[src/rtl/pic_pkg.sv]
// pic_pkg: loader FSM states, default geometry and frame width
package pic_pkg;
    localparam int WORD_W_DEF = 12;
    localparam int NUM_WORDS_DEF = 11;
    localparam int FRAME_W = 2 * WORD_W_DEF;
    typedef enum logic [2:0] {IDLE, WAIT_WORD, SHIFT_LO, SHIFT_HI, STROBE, GAP, DONE} state_t;
endpackage

[src/rtl/pic_frame_shifter.sv]
// pic_frame_shifter: word plus one-hot address frame, shifted LSB first with bit counter
module pic_frame_shifter import pic_pkg::*; #(
    parameter int WORD_W = WORD_W_DEF
) (
    input  logic              clk,
    input  logic              reset,
    input  logic              load,
    input  logic              shift,
    input  logic [WORD_W-1:0] word,
    input  logic [3:0]        idx,
    output logic              nxt,
    output logic              last
);
    localparam int FW = 2 * WORD_W;
    localparam int CW = $clog2(FW);
    logic [FW-1:0] q;
    logic [CW-1:0] cnt;
    always_ff @(posedge clk) begin
        if (reset) begin
            q <= '0;
            cnt <= '0;
        end else if (load) begin
            q <= {{WORD_W{1'b0}}, word} | (FW'(1) << (WORD_W + int'(idx)));
            cnt <= '0;
        end else if (shift) begin
            q <= q >> 1;
            cnt <= cnt + 1'b1;
        end
    end
    assign nxt = q[1];
    assign last = cnt == CW'(FW - 1);
endmodule

[src/rtl/pic_prog_loader.sv]
// pic_prog_loader: serial program loader FSM; PIC_LOADER_AUTOSTART_EN releases the CPU on completion
module pic_prog_loader import pic_pkg::*; #(
    parameter int NUM_WORDS = NUM_WORDS_DEF,
    parameter int WORD_W = WORD_W_DEF
) (
    input  logic              clk,
    input  logic              reset,
    input  logic              start,
    input  logic              word_valid,
    input  logic [WORD_W-1:0] word_data,
    output logic              word_ready,
    input  logic              run_req,
    output logic              prog_sclk,
    output logic              prog_data,
    output logic              prog_strobe,
    output logic              cpu_run,
    output logic              busy,
    output logic [3:0]        word_idx
);
`ifdef PIC_LOADER_AUTOSTART_EN
    localparam bit AUTO = 1'b1;
`else
    localparam bit AUTO = 1'b0;
`endif
    state_t state;
    logic hold, nxt, last;
    pic_frame_shifter #(.WORD_W(WORD_W)) u_shift (
        .clk   (clk),
        .reset (reset),
        .load  (state == WAIT_WORD && word_valid),
        .shift (state == SHIFT_HI && !last),
        .word  (word_data),
        .idx   (word_idx),
        .nxt   (nxt),
        .last  (last)
    );
    always_ff @(posedge clk) begin
        if (reset) begin
            state <= IDLE;
            hold <= 1'b0;
            word_ready <= 1'b0;
            prog_sclk <= 1'b0;
            prog_data <= 1'b0;
            prog_strobe <= 1'b0;
            cpu_run <= 1'b0;
            busy <= 1'b0;
            word_idx <= '0;
        end else begin
            case (state)
                IDLE, DONE: begin
                    if (start) begin
                        state <= WAIT_WORD;
                        word_ready <= 1'b1;
                        busy <= 1'b1;
                        cpu_run <= 1'b0;
                        word_idx <= '0;
                    end else if (state == DONE && run_req && !AUTO) begin
                        cpu_run <= 1'b1;
                    end
                end
                WAIT_WORD: begin
                    if (word_valid) begin
                        state <= SHIFT_LO;
                        word_ready <= 1'b0;
                        prog_data <= word_data[0];
                    end
                end
                SHIFT_LO: begin
                    state <= SHIFT_HI;
                    prog_sclk <= 1'b1;
                end
                SHIFT_HI: begin
                    prog_sclk <= 1'b0;
                    state <= last ? STROBE : SHIFT_LO;
                    prog_strobe <= last;
                    prog_data <= last ? 1'b0 : nxt;
                    hold <= 1'b0;
                end
                STROBE: begin
                    hold <= ~hold;
                    if (hold) begin
                        state <= GAP;
                        prog_strobe <= 1'b0;
                    end
                end
                GAP: begin
                    hold <= ~hold;
                    if (hold) begin
                        if (word_idx == 4'(NUM_WORDS - 1)) begin
                            state <= DONE;
                            busy <= 1'b0;
                            cpu_run <= AUTO;
                        end else begin
                            state <= WAIT_WORD;
                            word_ready <= 1'b1;
                            word_idx <= word_idx + 4'd1;
                        end
                    end
                end
                default: state <= IDLE;
            endcase
        end
    end
endmodule
[config.mk]
export PLATFORM = sky130hd
export DESIGN_NAME = pic_prog_loader
export DESIGN_NICKNAME = d
export VERILOG_FILES = /design/src/rtl/pic_pkg.sv /design/src/rtl/pic_frame_shifter.sv /design/src/rtl/pic_prog_loader.sv
export SDC_FILE = /design/constraint.sdc
export NUM_CORES = 1
export LEC_CHECK = 0
export BUFFER_PORTS_ARGS = -buffer_cell sky130_fd_sc_hd__buf_2
export CORE_UTILIZATION = 50
export DETAILED_ROUTE_END_ITERATION = 10
export PLACE_DENSITY = 0.72
export SYNTH_ARGS = -nofsm -noshare
export SYNTH_HDL_FRONTEND = slang
export SYNTH_HIERARCHICAL = 1
export SYNTH_SLANG_ARGS = --single-unit
[constraint.sdc]
create_clock -name clk -period 5.3 [get_ports clk]
set_input_delay 0.795 -clock clk [delete_from_list [all_inputs] [get_ports clk]]
set_output_delay 0.795 -clock clk [all_outputs]
set_load 0.02 [all_outputs]
# Yosys cells after proc, flatten, opt, wreduce, memory -nomap -nowiden
# Index checks and enable logic that the tools add are counted.
[totals] reg_bits=43
[classes] addsub=3 eq_ne=15 shifts=1 mux=31 bitwise=2 n_reduce_logical=22
[op_table] op="$mux W24" count=2
[op_table] op="$shl A1 B32 Y24 const A" count=1
[op_table] op="$or A12 B24 Y24" count=1
[op_table] op="$mux W3" count=6
[op_table] op="$pmux W3 S6" count=1
[op_table] op="$reduce_and A4 Y1" count=4
[op_table] op="$mux W4" count=3
[op_table] op="$ne A2 B2 Y1 const B" count=6
[op_table] op="$pmux W1 S2" count=6
[op_table] op="$reduce_bool A2 Y1" count=6
[op_table] op="$mux W1" count=11
[op_table] op="$eq A3 B3 Y1 const B" count=3
[op_table] op="$pmux W4 S2" count=1
[op_table] op="$eq A3 B2 Y1 const B" count=2
[op_table] op="$reduce_or A2 Y1" count=3
[op_table] op="$add A4 B4 Y5 const A" count=1
[op_table] op="$add A5 B1 Y5 const B" count=1
[op_table] op="$eq A5 B5 Y1 const B" count=1
[op_table] op="$reduce_and A5 Y1" count=1
[op_table] op="$add A4 B1 Y4 const B" count=1
[op_table] op="$eq A4 B4 Y1 const B" count=1
[op_table] op="$reduce_and A2 Y1" count=2
[op_table] op="$eq A3 B1 Y1 const B" count=1
[op_table] op="$logic_and A1 B1 Y1" count=3
[op_table] op="6 further kinds" count=6

# Depth between registers and ports, before layout
# Gate-level depths: netlist (run 1).
[logic_depth] word_depth=5 ltp_mapped=10 depth_no_buf=7

# Cells and area by module
# The synthesis (run 1) kept the hierarchy.
[modules_own_cells] mod="pic_frame_shifter" instances=1 cells_each=159 area_each_um2=1492.7 seq_area_each_um2=560.5
[modules_own_cells] mod="pic_prog_loader" instances=1 cells_each=100 area_each_um2=848.3 seq_area_each_um2=280.3

# Worst setup path after synthesis (run 1)
# No wires, ideal clock.
[synth_timing] kind="in2reg" start="in word_valid" end="reg u_shift.q[10]" setup_ps=116 t_arrival_ps=1767 required_ps=5184 path_slack_ps=3416 cell_stages=6 path_cell_list="and3_1 > clkbuf_2 > or2_1 > clkbuf_2 > buf_6 > o211a_1"
[synth_between] elab_chain_len=2 elab_cells_between_ends=3 classes_between="1 x mux; 2 x reduce/logical"
[synth_lines] item="start: declaration" line_no="pic_prog_loader.sv:9" source="input logic word_valid,"
[synth_lines] item="$logic_and A1 B1 Y1 *" line_no="pic_prog_loader.sv:30" source=".load (state == WAIT_WORD && word_valid),"
[synth_lines] item="$mux W24 / $reduce_bool A2 Y1 (equally long branches)"
[synth_lines] item="end signal: assignment" line_no="pic_frame_shifter.sv:23" source="q <= {{WORD_W{1'b0}}, word} | (FW'(1) << (WORD_W + int'(idx)));"
[synth_lines] item="end signal: assignment" line_no="pic_frame_shifter.sv:26" source="q <= q >> 1;"
[synth_lines] item="end: declaration" line_no="pic_frame_shifter.sv:16" source="logic [FW-1:0] q;"
# Every way passes the cells marked *; elsewhere a longest branch is shown, timed or not.
# A chain may end at the register's enable or synchronous reset.

# Worst setup path after layout (run 1)
[layout_timing] start="reg state[0]" end="reg u_shift.q[23]"
[layout_between] elab_chain_len=3 elab_cells_between_ends=6 classes_between="2 x eq/ne; 1 x mux; 3 x reduce/logical"
[layout_lines] item="start: declaration" line_no="pic_prog_loader.sv:25" source="state_t state;"
[layout_lines] item="start signal: assignment" line_no="pic_prog_loader.sv:74" source="state <= last ? STROBE : SHIFT_LO;"
[layout_lines] item="$eq A3 B1 Y1 / $eq A3 B2 Y1 (equally long branches)" line_no="pic_prog_loader.sv:30, pic_prog_loader.sv:31"
[layout_lines] item="$logic_and A1 B1 Y1, on equally long branches" line_no="pic_prog_loader.sv:30, pic_prog_loader.sv:31"
[layout_lines] item="$mux W24 / $reduce_bool A2 Y1 (equally long branches)"
# Several ways; a longest one is shown, not always the timed one.

==> summary.md, run 1 <==
| Metric | Value |
|---|---|
| Total GRT Usage | 21.0% |
| Worst setup EP type | register |
| Seq/Total Area, Yosys | 35.9% |
| Setup crit start kind | register |
| Post-route DRC | 0 |
| Yosys reg bits | 42 |
| Initial antenna violation count | 0 |
| Core area | 0.00441 mm² |
| Post-Syn Instances | 259 |
| Num CTS Buffers | 5 |
| Grt ovf | 0 |
| Slew @ Worst Pin | 666 ps |
| Final ANT Viol Nets | 0 |
| Post-synth EDFFs | 0 |
| Clock Tree Buf Depth | 2 |
| Cell with the most instances after synthesis | dfxtp_1 |
| Footprint of the multi-input gates | 0.00132 mm² |
| Die Y | 70.4 µm |
| Net switching power | 171 µW |
| Vias | 1946 |
| RSZ-0062 raised after global routing | no |
| Root Buffer | clkbuf_8 |
| Final period util | 47.6% |
| Max-Cap Viols | 0 |
| Vias in the first global route | 1768 |
| Clock Power Share | 36.8% |
| Top post-synthesis cells by area | dfxtp_1 36%, o211a_1 5.6%, nor2b_1 4.8% |
| Sequential Area | 841 µm² |
| Net Sw Frac | 24.4% |
| Drt wl/cell | 14.9 µm |
| Die X-Extent | 70.4 µm |
| Clk_skew | 5.90 ps |
| Starting Density | 53.0% |
| First-pass GRT wire length | 8340 µm |
| Worst hold start | busy |
| Detailed Place HPWL | 3140 µm |
| Share of layout cells above drive strength 1 | 18.6% |
| Synth cell count leaders | 42 x dfxtp_1, 18 x nor2b_1, 16 x a21oi_1 |
| Reg power frac | 50.2% |
| # diodes | 0 |
| Pre-antenna DRT Iters | 4 |
| Leakage | 1.17 nW |
| Fmax | 396 MHz |
| Hold/Removal Path Class | register to register |
| Crit Path Max Fanout | 28 |
| Synthesized area per cell | 9.04 µm² |
| Worst-Skew Late Latency | 290 ps |
| Post-CTS Setup Inserts | 0 |
| Vias per cell | 5.97 |
| Worst Hold End | busy |
| Critical R2R Capture | u_shift/q[23] |
| Comb pwr share | 13.0% |
| Worst Hold Depth | 2 |
| Largest net degree at the start of global routing | 30 |
| Synth Flop Type | dfxtp_1 |
| H-tree depth | 2 |
| Power density cells | 275 mW/mm² |
| CTS tree | done |
| Fin. Hold Viols | 0 |
| Final Core Density | 57.5% |
| Number of distinct library cells after synthesis | 52 |
| DRT iter0 DRCs | 86 |
| NumNets Final | 297 |
| Internal Power | 528 µW |
| Minimum clock period | 2520 ps |
| WP data arrival | 2690 ps |
| R2r startpoint | state[0] |
| Max VDD drop | 0.000140 V |
| Setup Viol. Count Final | 0 |
| Top-level port count | 27 |
| Pins over their slew limit | 0 |
| Setup CP Type | register to register |
| Post_cts resized | 0 |
| Reg2Reg Depth | 8 |
| Synth-to-layout area growth | 8.50% |
| Worst EP required | 5470 ps |
| Synth Cell Area | 0.00234 mm² |
| Clock sinks | 42 |
| Number of synthesis warnings | 6 |
| Slew HR | 55.6% |
| Die area | 0.00496 mm² |
| Worst-path clk slew | 70 ps |
| Setup TNS | 0 ps |
| Port bufs | 26 |
| Routed WL | 4860 µm |
| GP Congestion | 0.858 |
| Reg-to-reg slack, setup | 2780 ps |
| Syn Nets | 282 |
| Outcome | finished, final reports clean |
| Post-synth ARST share | 0% |
| Top cell type's share of synthesized area | 35.9% |
| Largest area contributor in the netlist | dfxtp_1 |
| Rows | 24 |
| Min Hold Slack | 474 ps |
| Filler Cell Count | 406 |
| Hold-fix buffers at CTS | 0 |
## power by group through the flow
| stage | Combinational, mW | Sequential [mW] | Clock [mW] |
|---|---|---|---|
| 2_1_floorplan | 0.0730 | 0.356 | 0 |
| 3_3_place_gp | 0.0898 | 0.358 | 0 |
| 3_5_place_dp | 0.0908 | 0.358 | 0 |
| 4_1_cts | 0.0911 | 0.350 | 0.261 |
| 5_1_grt | 0.102 | 0.354 | 0.274 |
| 6_report | 0.0911 | 0.351 | 0.257 |
## cells in the final DEF, fill, tap and decap left out, drive strengths merged, types with 2 or more instances in the layout
cell type  instances
a21oi             16
a311oi             3
a31oi              5
a32o               2
a41oi              5
and2b              2
and3               3
and4b              2
buf               28
clkbuf             6
dfxtp             42
ha                 6
inv               14
mux2               8
mux2i              4
nand2              9
nand3              2
nand3b             5
nand4              2
nor2              13
nor2b             18
nor3               7
nor3b              6
o211a             13
o21ai             11
o221a              2
o22ai             14
or3b               3
xor2               3
## state kept, by name, summed over array words and instances, names as in the netlist
name	flops
state	3
prog_sclk	1
cpu_run	1
hold	1
word_idx	4
word_ready	1
busy	1
u_shift/q	23
prog_data	1
u_shift/cnt	5
prog_strobe	1
## per-stage QoR
stage | std cells | setup slack, ps | area (µm²) | total power [mW]
final | 326 | 2780 | 2540 | 0.699
after global routing | 326 | 2560 | 2540 | 0.730
after CTS | 326 | 2810 | 2540 | 0.703
after detailed placement | 319 | 2810 | 2430 | 0.448
after global placement | 319 | 2900 | 2430 | 0.448
after floorplan | 259 | 3420 | 2340 | 0.429
## cells by family after synthesis
group	Yosys count	synth area share, %
AO/OA/AOI/OAI	81	25.1
XOR/XNOR	4	1.50
adder cells (fa/ha/maj)	6	3.21
buffers and inverters	34	7.54
flip-flops	42	35.9
multiplexers	12	5.56
AND/OR/NAND/NOR	80	21.2
## worst max-delay path, stage by stage, from the launching register on
cell     delay (ps)
dfxtp_1         560
inv_1           150
nor2_1          300
nand2_1         170
nor2_1          130
buf_4           290
or2_1           510
o32a_1          250
nor2_1           40
## metal layers
layer	share of wire, %	global-route usage, %	up-vias	routed length (µm)
li1	-	-	986	-
met1	52	29.4	915	2520
met2	43	31.2	40	2090
met3	3.5	4.33	5	172
met4	1.5	8.67	0	72
met5	0	0	-	0
## cell type report
class / count / share of cell area, %
timing repair buffer: 28 / 5.71
sequential: 42 / 33.1
inverter: 14 / 2.07
multi-input combinational: 183 / 52.1
tap: 52 / 2.56
clock inverter: 1 / 1.18
clock buffer: 6 / 3.25
## how the worst max path moves through the flow
stage,startpoint,to,slack [ps]
floorplan,word_valid,u_shift/q[10],3420
global placement,state[0],u_shift/q[23],2900
detailed placement,state[0],u_shift/q[23],2810
CTS,state[0],u_shift/q[23],2810
global route,state[0],u_shift/q[23],2560
finish,state[0],u_shift/q[23],2780
Note: power is estimated with default switching activity, not from simulation.
==> run 2: changes to the inputs <==
--- a/config.mk
+++ b/config.mk
@@ -5,6 +5,7 @@
 export SDC_FILE = /design/constraint.sdc
 export NUM_CORES = 1
 export LEC_CHECK = 0
+export ABC_AREA = 1
 export BUFFER_PORTS_ARGS = -buffer_cell sky130_fd_sc_hd__buf_2
 export CORE_UTILIZATION = 50
 export DETAILED_ROUTE_END_ITERATION = 10
==> constraint.sdc (replaced) <==
create_clock -name clk -period 2.6 [get_ports clk]
set_input_delay 0.39 -clock clk [delete_from_list [all_inputs] [get_ports clk]]
set_output_delay 0.39 -clock clk [all_outputs]
set_load 0.02 [all_outputs]
==> run 2 against run 1 <==
- fmax is 15% higher
- sequential share of layout area decreased by 1.7 points
- clock-buffer cell count up 1
- synthesized area is 5.3% higher
- sequential cell count did not move
- clock power increased by 54%
- non-clock buffer count rose by 2
- combinational power grew to 15 times the previous value
- power grew to 4.0 times the previous value
- wire length up 11%
- synthesized cell count increased by 43%
- critical path type unchanged
==> summary.md, run 2 <==
| Metric | Value |
|---|---|
| Outcome | finished, final reports clean |
| Top delay family on crit path | simple AND/OR/NAND/NOR gates |
| Routed WL | 5400 µm (+11%) |
| Top sig layer | met4 |
| Pre-antenna DRT Iters | 5 (+1) |
| Post-Place Cells | 454 (+42%) |
| Number of synthesis warnings | 6 (unchanged) |
| Grt ovf | 0 (unchanged) |
| Top-level port count | 27 (unchanged) |
| Max reg flops | 23 (unchanged) |
| Internal Power | 1.49 mW (+180%) |
| Initial antenna violation count | 0 (unchanged) |
| Post-synth ARST share | 0% (unchanged) |
| Vias | 2336 (+20%) |
| Clock Tree Buf Depth | 2 (unchanged) |
| Total GRT Usage | 22.4% (+1.4 points) |
| Setup TNS | 0 ps (unchanged) |
| Top cell type's share of synthesized area | 34.1% (-1.8 points) |
| Metal3 WL | 190 µm (+10%) |
| Syn Nets | 393 (+39%) |
| GP Congestion | 0.934 (+8.9%) |
| NumNets Final | 417 (+40%) |
| Detailed Place HPWL | 3920 µm (+25%) |
| Max VDD drop | 0.000750 V (+430%) |
| Core area | 0.00472 mm² (+7.0%) |
| Post-Synth Simple-Gate Area | 36.3% (+15 points) |
| Worst-path clk slew | 80 ps (about the same) |
| Leakage | 1.25 nW (+6.7%) |
| Die area | 0.00521 mm² (+5.1%) |
| Top post-synthesis cells by area | dfxtp_1 34%, nand2_1 15%, nor2_1 7.0% |
| Clk_skew | 6.88 ps (+0.986 ps) |
| Fin. Hold Viols | 0 (unchanged) |
| Setup crit start kind | register |
| Post-synth EDFFs | 0 (unchanged) |
| Hold/Removal Path Class | primary input to register |
| Setup Viol. Count Final | 0 (unchanged) |
| Seq/Total Area, Yosys | 34.1% (-1.8 points) |
| Sequential Area | 841 µm² (unchanged) |
| # diodes | 0 (unchanged) |
| Num CTS Buffers | 5 (unchanged) |
| Synth-to-layout area growth | 8.68% |
| Most common cell after layout, fill and taps aside | nand2_1 |
| Minimum clock period | 2200 ps (-326 ps) |
| Vias per cell | 5.07 (-15%) |
| Worst setup EP type | register |
| Post-Syn Instances | 370 (+43%) |
| WP data arrival | 2400 ps (-290 ps) |
| Post-Synth Adder-Cell Area | 3.05% (-0.16 points) |
| Synth Cell Area | 0.00246 mm² (+5.3%) |
| First-pass GRT wire length | 9110 µm (+9.3%) |
| WL met1 | 2650 µm (+5.3%) |
| Share of layout cells above drive strength 1 | 15.0% (-3.6 points) |
| Synth cell count leaders | 97 x nand2_1, 46 x nor2_1, 42 x dfxtp_1 |
| Commonest cells after routing, fill and taps aside | 97 x nand2_1, 45 x nor2_1, 42 x dfxtp_1 |
| Worst-path cell chain | nand2_1 > nor2_1 > nand2_1 > inv_1 > nor2_2 > inv_1 > nand3_1 > nand2_1 > inv_1 |
| H-tree depth | 2 (unchanged) |
| Max-Cap Viols | 0 (unchanged) |
| Fmax | 455 MHz (+15%) |
| CTS tree | done |
| Footprint of the multi-input gates | 0.00133 mm² (+0.57%) |
| Post-route DRC | 0 (unchanged) |
| Die X-Extent | 72.2 µm (+2.5%) |
| Max stage delay on crit path | 590 ps (+30 ps) |
| Reg with most FFs | u_shift/q |
| Cell with the most instances after synthesis | nand2_1 |
| Mux contribution to synthesized area | 0% (-5.6 points) |
| Die Y | 72.2 µm (+2.5%) |
| Drt wl/cell | 11.7 µm (-21%) |
| Slew HR | 51.8% (-3.8 points) |
| Yosys reg bits | 42 (unchanged) |
| Final Core Density | 56.7% (-0.82 points) |
| Reg power frac | 37.1% (-13 points) |
| Largest net degree at the start of global routing | 26 (-13%) |
| Reg-to-reg slack, setup | 400 ps (-2370 ps) |
| Largest area contributor in the netlist | dfxtp_1 |
| DRT iter0 DRCs | 184 (+110%) |
| Metal2 WL | 2440 µm (+17%) |
| Synth Area in Compound Gates | 14.2% (-11 points) |
| Port bufs | 26 (unchanged) |
| Root Buffer | clkbuf_8 |
| Finished Layout Cells | 461 (+41%) |
| Clock Power Share | 14.3% (-22 points) |
| Clock sinks | 42 (unchanged) |
| Synth Flop Type | dfxtp_1 |
| Worst EP required | 2800 ps (-2670 ps) |
| RSZ-0062 raised after global routing | no |
| Setup CP Type | register to register |
| Filler Cell Count | 471 (+16%) |
| Power density cells | 1030 mW/mm² (+280%) |
| Worst-Skew Late Latency | 300 ps (about the same) |
| Comb pwr share | 48.5% (+36 points) |
| Main combinational cell family by area after synthesis | simple AND/OR/NAND/NOR gates |
| Vias in the first global route | 2043 (+16%) |
| Post-Synth XOR/XNOR Area | 0.355% (-1.1 points) |
| CP bufs+invs | 3 (+1) |
| Final period util | 84.6% (+37 points) |
| Crit Path Max Fanout | 22 (-21%) |
| Pins over their slew limit | 0 (unchanged) |
| Net switching power | 1.28 mW (+650%) |
| Starting Density | 52.2% (-0.85 points) |
| Hold-fix buffers at CTS | 0 (unchanged) |
| Slew @ Worst Pin | 723 ps (+57.2 ps) |
| Crit-path slowest cell | dfxtp_1 |
| Net Sw Frac | 46.3% (+22 points) |
| Final ANT Viol Nets | 0 (unchanged) |
| Number of distinct library cells after synthesis | 37 (-29%) |
| Biggest registers after layout | u_shift/q: 23 flops, u_shift/cnt: 5 flops, word_idx: 4 flops |
| Synthesized area per cell | 6.66 µm² (-26%) |
| Rows | 25 (+4.2%) |
run 2: changes by cell type in the layout (fill, tap and decap cells not counted), moves of 13 or more:
cell	before	now
a21oi_1	16	30
inv_1	14	39
nand2_1	9	97
nand3_1	2	28
nor2_1	13	45
nor2b_1	18	0
o211a_1	13	0
o22ai_1	14	1
run 2: tightest hold or removal path, stage by stage:
cell and delay, ps:
buf_2 70, nor2_1 40, a21oi_1 120
run 2: final timing paths:
check,startpoint,to,depth (start not counted)
max,state[1],u_shift/q[22],9
min,word_data[7],u_shift/q[7],3
max reg2reg,state[1],u_shift/q[22],9
min reg2reg,word_ready,word_ready,2
run 2: layout make-up:
| class | instances | share of cell area, % |
|---|---|---|
| sequential | 42 | 31.4 |
| tap | 67 | 3.13 |
| clock buffer | 7 | 2.85 |
| timing repair buffer | 30 | 5.98 |
| inverter | 47 | 6.96 |
| multi-input combinational | 268 | 49.7 |
run 2: through the flow:
stage	worst slack (ps)	power, mW	hold WS [ps]	area (µm²)
6_report	402	2.77	360	2680
5_1_grt	110	3.04	376	2680
4_1_cts	194	2.78	359	2680
3_5_place_dp	204	2.38	437	2600
3_3_place_gp	295	2.35	434	2600
2_1_floorplan	920	2.15	422	2460
run 2: logic make-up (layout without fill, tap and decap cells):
logic type,after synthesis,after routing
and+or+nand+nor,196,196
xor gates and xnor gates,1,1
AOI/OAI and AO/OA,65,65
DFF,42,42
buffers and inverters,60,84
adders and majority gates,6,6
run 2: timing repair:
action | in CTS | in global routing
gates resized for setup | 0 | 1
setup endpoints to repair | 0 | 17
setup buffers | 0 | 0
run 2: metal layers:
| layer | global-route usage (%) | vias up |
|---|---|---|
| li1 | - | 1233 |
| met1 | 30.1 | 1042 |
| met2 | 35.3 | 50 |
| met3 | 3.33 | 11 |
| met4 | 10.7 | 0 |
| met5 | 0 | - |
run 2: power by group through the flow:
stage | clock, mW | combinational [mW] | sequential [mW]
6_report | 0.397 | 1.34 | 1.03
5_1_grt | 0.443 | 1.54 | 1.06
4_1_cts | 0.414 | 1.34 | 1.02
3_5_place_dp | 0 | 1.34 | 1.04
3_3_place_gp | 0 | 1.32 | 1.04
2_1_floorplan | 0 | 1.13 | 1.02
==> run 3: changes to the inputs <==
==> constraint.sdc (replaced) <==
create_clock -name clk -period 2.2 [get_ports clk]
set_input_delay 0.33 -clock clk [delete_from_list [all_inputs] [get_ports clk]]
set_output_delay 0.33 -clock clk [all_outputs]
set_load 0.02 [all_outputs]
==> run 3 against run 2 <==
- via count fell by 0.30%
- sequential power up 9.7%
- clock skew is 1.3 ps higher
- clock-buffer cell count is the same
- critical path depth unchanged
- largest power group unchanged
- critical path type unchanged
- critical endpoint is now u_shift/cnt[4]
- core utilization rose by 1.2 points
- cell area is 2.1% higher
==> summary.md, run 3 (synthesis results as in run 2) <==
| Metric | Value |
|---|---|
| Setup Viol. Count Final | 0 (unchanged) |
| Power density cells | 1230 mW/mm² (+19%) |
| Worst-path clk slew | 70 ps (about the same) |
| Detailed Place HPWL | 4180 µm (+6.6%) |
| Num CTS Buffers | 5 (unchanged) |
| Slew @ Worst Pin | 405 ps (-318 ps) |
| Initial antenna violation count | 0 (unchanged) |
| Die area | 0.00521 mm² (unchanged) |
| Synth-to-layout area growth | 11.0% |
| Minimum clock period | 1900 ps (-295 ps) |
| Starting Density | 52.2% (unchanged) |
| Die X-Extent | 72.2 µm (unchanged) |
| GP Congestion | 0.926 (-0.91%) |
| Filler Cell Count | 480 (+1.9%) |
| Reg2Reg Depth | 9 (unchanged) |
| Max VDD drop | 0.000719 V (-4.2%) |
| Final period util | 86.5% (+2.0 points) |
| Max-Cap Viols | 0 (unchanged) |
| Top-level port count | 27 (unchanged) |
| Setup crit start kind | register |
| Post-CTS Setup Inserts | 0 (unchanged) |
| Crit Path Max Fanout | 10 (-55%) |
| Routed WL | 5600 µm (+3.7%) |
| WP data arrival | 2140 ps (-260 ps) |
| Total GRT Usage | 23.0% (+0.60 points) |
| Vias in the first global route | 2132 (+4.4%) |
| Worst EP required | 2430 ps (-370 ps) |
| Leakage | 1.29 nW (+3.1%) |
| NumNets Final | 425 (+1.9%) |
| Worst setup EP type | register |
| Biggest registers after layout | u_shift/q: 23 flops, u_shift/cnt: 5 flops, word_idx: 4 flops |
| Setup TNS | 0 ps (unchanged) |
| Pre-antenna DRT Iters | 4 (-1) |
| Largest net degree at the start of global routing | 23 (-12%) |
| Finished Layout Cells | 469 (+1.7%) |
| First-pass GRT wire length | 9360 µm (+2.7%) |
| Vias | 2329 (-0.30%) |
| RSZ-0062 raised after global routing | no |
| Outcome | finished, final reports clean |
| DRT iter0 DRCs | 169 (-8.2%) |
| Core area | 0.00472 mm² (unchanged) |
| Die Y | 72.2 µm (unchanged) |
| Max reg flops | 23 (unchanged) |
| Reg with most FFs | u_shift/q |
| Clock Tree Buf Depth | 2 (unchanged) |
| Root Buffer | clkbuf_8 |
| Fmax | 525 MHz (+15%) |
| Grt ovf | 0 (unchanged) |
| Most common cell after layout, fill and taps aside | nand2_1 |
| Fin. Hold Viols | 0 (unchanged) |
| Port bufs | 26 (unchanged) |
| H-tree depth | 2 (unchanged) |
| Pins over their slew limit | 0 (unchanged) |
| Clk_skew | 8.20 ps (+1.32 ps) |
| Post_cts resized | 0 (unchanged) |
| Final ANT Viol Nets | 0 (unchanged) |
| Vias per cell | 4.97 (-2.0%) |
| Worst-Skew Late Latency | 300 ps (about the same) |
| Worst Hold Depth | 3 (unchanged) |
| Post-route DRC | 0 (unchanged) |
| Drt wl/cell | 11.9 µm (+2.0%) |
| Share of layout cells above drive strength 1 | 16.4% (+1.4 points) |
| Slew HR | 73.0% (+21 points) |
| Hold-fix buffers at CTS | 0 (unchanged) |
| Clock sinks | 42 (unchanged) |
| # diodes | 0 (unchanged) |
| Setup CP Type | register to register |
| Hold/Removal Path Class | primary input to register |
| CTS tree | done |
| Rows | 25 (unchanged) |
| Commonest cells after routing, fill and taps aside | 97 x nand2_1, 46 x nor2_1, 42 x dfxtp_1 |
| Post-Place Cells | 462 (+1.8%) |
[run 3: per-layer routing]
metal / vias to the layer above / wire length, µm / GRT usage [%]
li1: 1245 / - / -
met1: 1039 / 2800 / 31.0
met2: 39 / 2490 / 37.2
met3: 6 / 270 / 4.17
met4: 0 / 44 / 7.63
met5: - / 0 / 0
[run 3: power by group]
group	internal (mW)	total [mW]	switching [mW]
Combinational	0.626	1.76	1.14
Sequential	0.978	1.13	0.148
Clock	0.219	0.481	0.262
Total	1.82	3.37	1.55
[run 3: final timing paths]
check / startpoint / to / slack, ps
worst max-delay path: state[1] / u_shift/cnt[4] / 300
worst min-delay path: word_data[7] / u_shift/q[7] / 320
worst max register to register: state[1] / u_shift/cnt[4] / 300
worst min register to register: word_ready / word_ready / 450
[run 3: critical path, stage by stage (launching register included)]
cell	delay, ps
dfxtp_1	570
nand2_1	120
nor2_1	260
nand2_1	90
inv_1	170
buf_4	190
nand3_1	90
nor2_1	130
o21ai_0	100
a21oi_1	120
[run 3: through the flow]
step                      setup slack [ps]  instance area [µm²]  hold slack (ps)  power, mW  util, %
after CTS                              297                 2740              316       3.37     57.9
after global routing                  17.0                 2740              330       3.66     57.9
after detailed placement               313                 2660              442       2.89     56.3
final                                  296                 2740              315       3.37     57.9
after global placement                 406                 2660              433       2.86     56.3
after floorplan                        520                 2460              399       2.54        -
[run 3: layout make-up]
class | count | area, µm² | area share [%]
sequential | 42 | 841 | 30.7
clock buffer | 7 | 76.3 | 2.79
tap | 67 | 83.8 | 3.06
timing repair buffer | 38 | 220 | 8.05
multi-input combinational | 268 | 1330 | 48.6
inverter | 47 | 186 | 6.81
